**src/rtl/hazard_ctrl.sv**
```systemverilog
// ---------------------------------------------------------------------------
// hazard_ctrl
//   Hazard unit for the 5-stage RV32I pipeline. It keeps a shadow copy of the
//   destination-register tags of the instructions in EX, MEM and WB. From these
//   tags it drives the EX-stage operand forwarding selects, the load-use /
//   RAW stall, and the branch-redirect flush.
//
// Parameters
//   ADDR_W  register-index width
//   FWD_EN  1: forward from MEM/WB and stall only on load-use
//           0: no forwarding, stall on any RAW hazard against EX or MEM
//
// Ports
//   clk_i              rising-edge clock
//   rst_i              asynchronous reset, active-high
//   id_valid_i         ID stage holds a real instruction
//   id_rs1_i/id_rs2_i  ID source registers
//   id_rd_i            ID destination register
//   id_regwrite_i      ID instruction writes rd
//   id_memread_i       ID instruction is a load
//   ex_branch_taken_i  EX resolved a taken branch/jump this cycle
//   fwd_a_sel_o        rs1 operand select: 00 RF, 01 WB, 10 MEM
//   fwd_b_sel_o        rs2 operand select: 00 RF, 01 WB, 10 MEM
//   stall_o            hold PC and IF/ID, bubble into ID/EX
//   flush_o            squash IF/ID and ID/EX
// ---------------------------------------------------------------------------
module hazard_ctrl #(
    parameter int ADDR_W = 5,
    parameter int FWD_EN = 1
) (
    input  logic              clk_i,
    input  logic              rst_i,
    input  logic              id_valid_i,
    input  logic [ADDR_W-1:0] id_rs1_i,
    input  logic [ADDR_W-1:0] id_rs2_i,
    input  logic [ADDR_W-1:0] id_rd_i,
    input  logic              id_regwrite_i,
    input  logic              id_memread_i,
    input  logic              ex_branch_taken_i,
    output logic [1:0]        fwd_a_sel_o,
    output logic [1:0]        fwd_b_sel_o,
    output logic              stall_o,
    output logic              flush_o
);

    // EX stage tag plus the source registers the EX instruction reads
    logic              r_exVld;
    logic              r_exWe;
    logic              r_exLd;
    logic [ADDR_W-1:0] r_exRd;
    logic [ADDR_W-1:0] r_exRs1;
    logic [ADDR_W-1:0] r_exRs2;

    // MEM stage tag
    logic              r_memVld;
    logic              r_memWe;
    logic              r_memLd;
    logic [ADDR_W-1:0] r_memRd;

    // WB stage tag; the load flag is not needed past MEM
    logic              r_wbVld;
    logic              r_wbWe;
    logic [ADDR_W-1:0] r_wbRd;

    logic              w_exHazard;
    logic              w_accept;

    // A stage "writes r" only for a live, register-writing instruction whose
    // destination is r. x0 is hard-wired zero, so it never creates a hazard.
    function automatic logic tagWrites(input logic              vld,
                                       input logic              we,
                                       input logic [ADDR_W-1:0] rd,
                                       input logic [ADDR_W-1:0] r);
        return vld && we && (rd == r) && (r != '0);
    endfunction

    // Operand select for one EX source. A load sitting in MEM has no data yet,
    // so it is skipped here; the load-use stall keeps that case from arising.
    function automatic logic [1:0] fwdSel(input logic [ADDR_W-1:0] rs);
        if (tagWrites(r_memVld, r_memWe, r_memRd, rs) && !r_memLd) begin
            return 2'b10;
        end else if (tagWrites(r_wbVld, r_wbWe, r_wbRd, rs)) begin
            return 2'b01;
        end else begin
            return 2'b00;
        end
    endfunction

    // Forwarding selects come only from registered tags, so there is no
    // combinational path from any input to these outputs.
    always_comb begin
        fwd_a_sel_o = 2'b00;
        fwd_b_sel_o = 2'b00;
        if (FWD_EN != 0) begin
            fwd_a_sel_o = fwdSel(r_exRs1);
            fwd_b_sel_o = fwdSel(r_exRs2);
        end
    end

    // Hazard detection against the instruction in ID. With forwarding, only a
    // load in EX forces a stall (one cycle, after which WB forwards the data).
    // Without forwarding, any writer in EX or MEM stalls until it reaches WB,
    // where the register file is write-first. rs2 is compared even for
    // instructions that do not use it; that only costs an occasional bubble.
    always_comb begin
        w_exHazard = 1'b0;
        if (FWD_EN != 0) begin
            w_exHazard = r_exLd &&
                         (tagWrites(r_exVld, r_exWe, r_exRd, id_rs1_i) ||
                          tagWrites(r_exVld, r_exWe, r_exRd, id_rs2_i));
        end else begin
            w_exHazard = tagWrites(r_exVld,  r_exWe,  r_exRd,  id_rs1_i) ||
                         tagWrites(r_exVld,  r_exWe,  r_exRd,  id_rs2_i) ||
                         tagWrites(r_memVld, r_memWe, r_memRd, id_rs1_i) ||
                         tagWrites(r_memVld, r_memWe, r_memRd, id_rs2_i);
        end
    end

    // A redirect overrides a stall: the stalled instruction is squashed anyway.
    // Both controls are held low for the whole time reset is asserted.
    always_comb begin
        flush_o  = !rst_i && ex_branch_taken_i;
        stall_o  = !rst_i && id_valid_i && w_exHazard && !ex_branch_taken_i;
        w_accept = id_valid_i && !stall_o && !flush_o;
    end

    // Tag pipeline: advances every cycle. EX takes the ID instruction only when
    // it is really issued; stalls and flushes insert a bubble.
    always_ff @(posedge clk_i or posedge rst_i) begin
        if (rst_i) begin
            r_exVld  <= 1'b0;
            r_exWe   <= 1'b0;
            r_exLd   <= 1'b0;
            r_exRd   <= '0;
            r_exRs1  <= '0;
            r_exRs2  <= '0;
            r_memVld <= 1'b0;
            r_memWe  <= 1'b0;
            r_memLd  <= 1'b0;
            r_memRd  <= '0;
            r_wbVld  <= 1'b0;
            r_wbWe   <= 1'b0;
            r_wbRd   <= '0;
        end else begin
            r_wbVld  <= r_memVld;
            r_wbWe   <= r_memWe;
            r_wbRd   <= r_memRd;
            r_memVld <= r_exVld;
            r_memWe  <= r_exWe;
            r_memLd  <= r_exLd;
            r_memRd  <= r_exRd;
            if (w_accept) begin
                r_exVld <= 1'b1;
                r_exWe  <= id_regwrite_i;
                r_exLd  <= id_memread_i;
                r_exRd  <= id_rd_i;
                r_exRs1 <= id_rs1_i;
                r_exRs2 <= id_rs2_i;
            end else begin
                r_exVld <= 1'b0;
                r_exWe  <= 1'b0;
                r_exLd  <= 1'b0;
                r_exRd  <= '0;
                r_exRs1 <= '0;
                r_exRs2 <= '0;
            end
        end
    end

endmodule

```
**config.mk**
```make
export PLATFORM = sky130hd
export DESIGN_NAME = hazard_ctrl
export DESIGN_NICKNAME = d
export VERILOG_FILES = /design/src/rtl/hazard_ctrl.sv
export SDC_FILE = /design/constraint.sdc
export NUM_CORES = 1
export LEC_CHECK = 0
export ABC_AREA = 1
export CELL_PAD_IN_SITES_DETAIL_PLACEMENT = 0
export CELL_PAD_IN_SITES_GLOBAL_PLACEMENT = 2
export CORE_UTILIZATION = 31
export DETAILED_ROUTE_END_ITERATION = 7
export PLACE_DENSITY_LB_ADDON = 0.1
export SLEW_MARGIN = 10
export SYNTH_ARGS = -nofsm -noshare
export SYNTH_HDL_FRONTEND = slang
export SYNTH_SLANG_ARGS = --single-unit
export TNS_END_PERCENT = 30
```
**constraint.sdc**
```tcl
create_clock -name clk_i -period 2 [get_ports clk_i]
set_clock_uncertainty 0.05 [all_clocks]
set_input_delay 0.2 -clock clk_i [delete_from_list [all_inputs] [get_ports clk_i]]
set_output_delay 0.2 -clock clk_i [all_outputs]
set_load 0.05 [all_outputs]
```
==> metrics <==
status=finished clean; YS warnings=0; syn_area_per_cell=a little under 9 sq um; post_cts resized=0; CP peak stage delay=0.42 ns; root buffer cell=clkbuf_8; Max VDD drop=0.360 mV; fraction of layout cells with a size suffix above 1=13.5%; largest net degree at the start of global routing=34; Most Used Layer, Global Route=met2; Critical Path End Type=output pin; die area=0.00533 sq mm; CP Launch Type=flip-flop; proportion of power drawn by the clock network=34.5%; syn nets=202; Slew Viols, Final=0; power per standard cell area=around 690 mW/mm^2; global-route met1 utilization=16.5%; vias in the first global route=1,167; Crit path top cell by count=nor2_1; NumNets Final=235; initial DRC count=39; routed vias/inst=4.17; Mapped Cells=181; dpl cells=274; drt total wl=approximately 3100 um; clk slew on worst S/H paths=0.07 ns; Cell Count, Final, Fillers Out=282; PortBufs=26; Congestion Overflow GR=0; Max-Cap Viols=0; Synth Cell Area=0.00156 sq mm; critical-path cell list=inv_1 > nor2_1 > nor3_1 > nand4_1 > nor2_2 > nor2_1 > buf_12; CTS tree=done; wire length of the first global-routing pass=5420 um; HP Class=in2async; Cell Area, Placed=between 0.0015 and 0.002 sq mm; fin crit share=91.0%; clock sinks=33; htree depth=2; DP Wirelength=2430 um; CP max FO=4; P_sw=376 uW; combinational share of power=13.4%; Rel. slew slack=72.8%; Overall Global Routing Usage=14.1%; Initial Utilization=32.7%; kind of critical path=reg2out; P&R area growth vs syn=30.7%; switching part of the total power=roughly a quarter; Final min period=roughly 1.8 ns; num ports=27; total design power=1410 uW; slowest CP cell=dfrtp_1; family with the most delay on the worst path=simple AND/OR/NAND/NOR gates; Post-CTS Setup Bufs=0; Critical Path AT=between 1.5 and 2 ns; n_diodes=0; # rows=25; CP Buf/Inv Count=2; worst-skew pair later-pin latency=0.28 ns; Setup violations, final=0; core area=0.00479 sq mm; Flop pwr share=a little over half; P_int=1030 uW; Synth Register Bits=33; Leak=0.00104 uW; Detail Route Antenna Nets=0; DRC Markers=0; worst hold slack=0.314 ns; unrepaired setup endpoints after global routing=no; WL/cell=11.2 um; DR vias=1,177; post-route cell area=between 0.002 and 0.0025 sq mm; grt met2 use=between 20 and 25%; met3 usage=4.14%; initial antenna violation count=0; Req. time, crit path=around 1.8 ns; Max Root-Sink Buffers=2; Least-Margin Pin Slew=0.407 ns; final hold violations=0; sequential share of the synthesized area=52.8%; # hold bufs at CTS=0; TritonRoute pass-1 iters=4; CTS Buf Count=5; Yosys cell types=22; die height=73.0 um; Max Clk Rate=roughly 550 MHz; RD Place Congestion=0.842; Die W=~73 um
==> worst register-to-register path, stage by stage, from the launching register on <==
cell,delay [ns]
dfrtp_1,0.43
inv_1,0.10
nand2_1,0.05
nand2_1,0.05
nand2_1,0.05
nor2_1,0.09
nand3_1,0.08
nand2_1,0.09
nand2_2,0.07
nand2_4,0.24
nor2_1,0.08
==> through the flow <==
step           util (%)  TNS, ns  worst slack (ns)
2_1_floorplan         -  -0.0646           -0.0646
6_report           42.7        0             0.180
5_1_grt            42.7        0            0.0266
3_5_place_dp       40.9        0             0.227
3_3_place_gp       40.9        0             0.227
4_1_cts            42.7        0             0.148
==> sequential cells by signal, indices dropped and copies added, names as in the netlist <==
signal    count
r_exRd        5
r_exRs1       5
r_exRs2       5
r_memRd       5
r_wbRd        5
r_exLd        1
r_exVld       1
r_exWe        1
r_memLd       1
r_memVld      1
r_memWe       1
r_wbVld       1
r_wbWe        1
==> cells by family (layout without fill, tap and decap cells) <==
kind of cell,count (synthesis),count (layout),synth area share [%]
and+or+nand+nor,82,82,24.3
xor gates and xnor gates,11,11,6.16
AOI/OAI and AO/OA,15,15,6.08
buffers and inverters,40,74,10.6
DFF,33,33,52.8
==> final timing paths <==
kind	start	end	slack, ns	cells after the start
min reg2reg	r_memWe	r_wbWe	0.33	0
max in group asynchronous	rst_i	r_exRd[3]	1.29	3
min in group clk_i	r_memWe	r_wbWe	0.33	0
min	rst_i	r_exLd	0.31	3
max reg2reg	r_exRd[1]	r_exRd[0]	0.49	10
max	r_memRd[0]	fwd_a_sel_o[0]	0.18	7
==> Yosys cell counts <==
cell,n,area [sq um]
nand4_1,4,25.0
or2_2,2,12.5
o22ai_1,3,18.8
buf_12,1,20.0
xor2_1,7,61.3
inv_1,39,146
a21oi_1,3,15.0
nand2_4,1,11.3
o2111ai_1,1,8.76
nor2_1,27,101
dfrtp_1,33,826
nand2_2,1,6.26
nand3_1,7,35.0
nand3b_1,1,7.51
nor2_2,7,43.8
xnor2_1,4,35.0
nand2_1,28,105
nor2_4,2,22.5
nor3_1,2,10.0
a211oi_1,3,22.5
o211a_1,1,10.0
o21ai_0,4,20.0
==> placed cells by master, fill, tap and decap left out, types with 2 or more instances in the layout <==
cell             count
o22ai_1              3
a21oi_1              3
nor3_1               2
a211oi_1             3
xnor2_1              4
nor2_1              26
xor2_1               7
buf_12               6
nor2_4               2
clkinv_2             2
nand4_1              4
o21ai_0              4
nand3_1              7
nor2_2               8
nand2_1             28
inv_1               39
clkdlybuf4s50_1     20
or2_2                2
dfrtp_1             33
clkbuf_8             5
==> power groups by stage <==
stage / sequential [uW] / clock [uW] / combinational, uW
CTS: 735 / 509 / 192
detailed placement: 748 / 0 / 192
global placement: 747 / 0 / 191
floorplan: 736 / 0 / 124
global route: 739 / 542 / 213
finish: 734 / 485 / 189
==> cell type report <==
| class | instances | area, sq um |
|---|---|---|
| Sequential cell | 33 | 826 |
| Tap cell | 67 | 83.8 |
| Inverter | 39 | 146 |
| Timing Repair Buffer | 27 | 328 |
| Multi-Input combinational cell | 108 | 574 |
| Clock inverter | 3 | 17.5 |
| Fill cell | 487 | 2740 |
| Clock buffer | 5 | 68.8 |
==> per-layer routing <==
| metal | vias to the layer above | share of wire (%) |
|---|---|---|
| met4 | 0 | 2.2 |
| met2 | 24 | 49 |
| met5 | - | 0 |
| met1 | 535 | 45 |
| met3 | 5 | 3.7 |
| li1 | 613 | - |
Note: power is estimated with default switching activity, not from simulation.
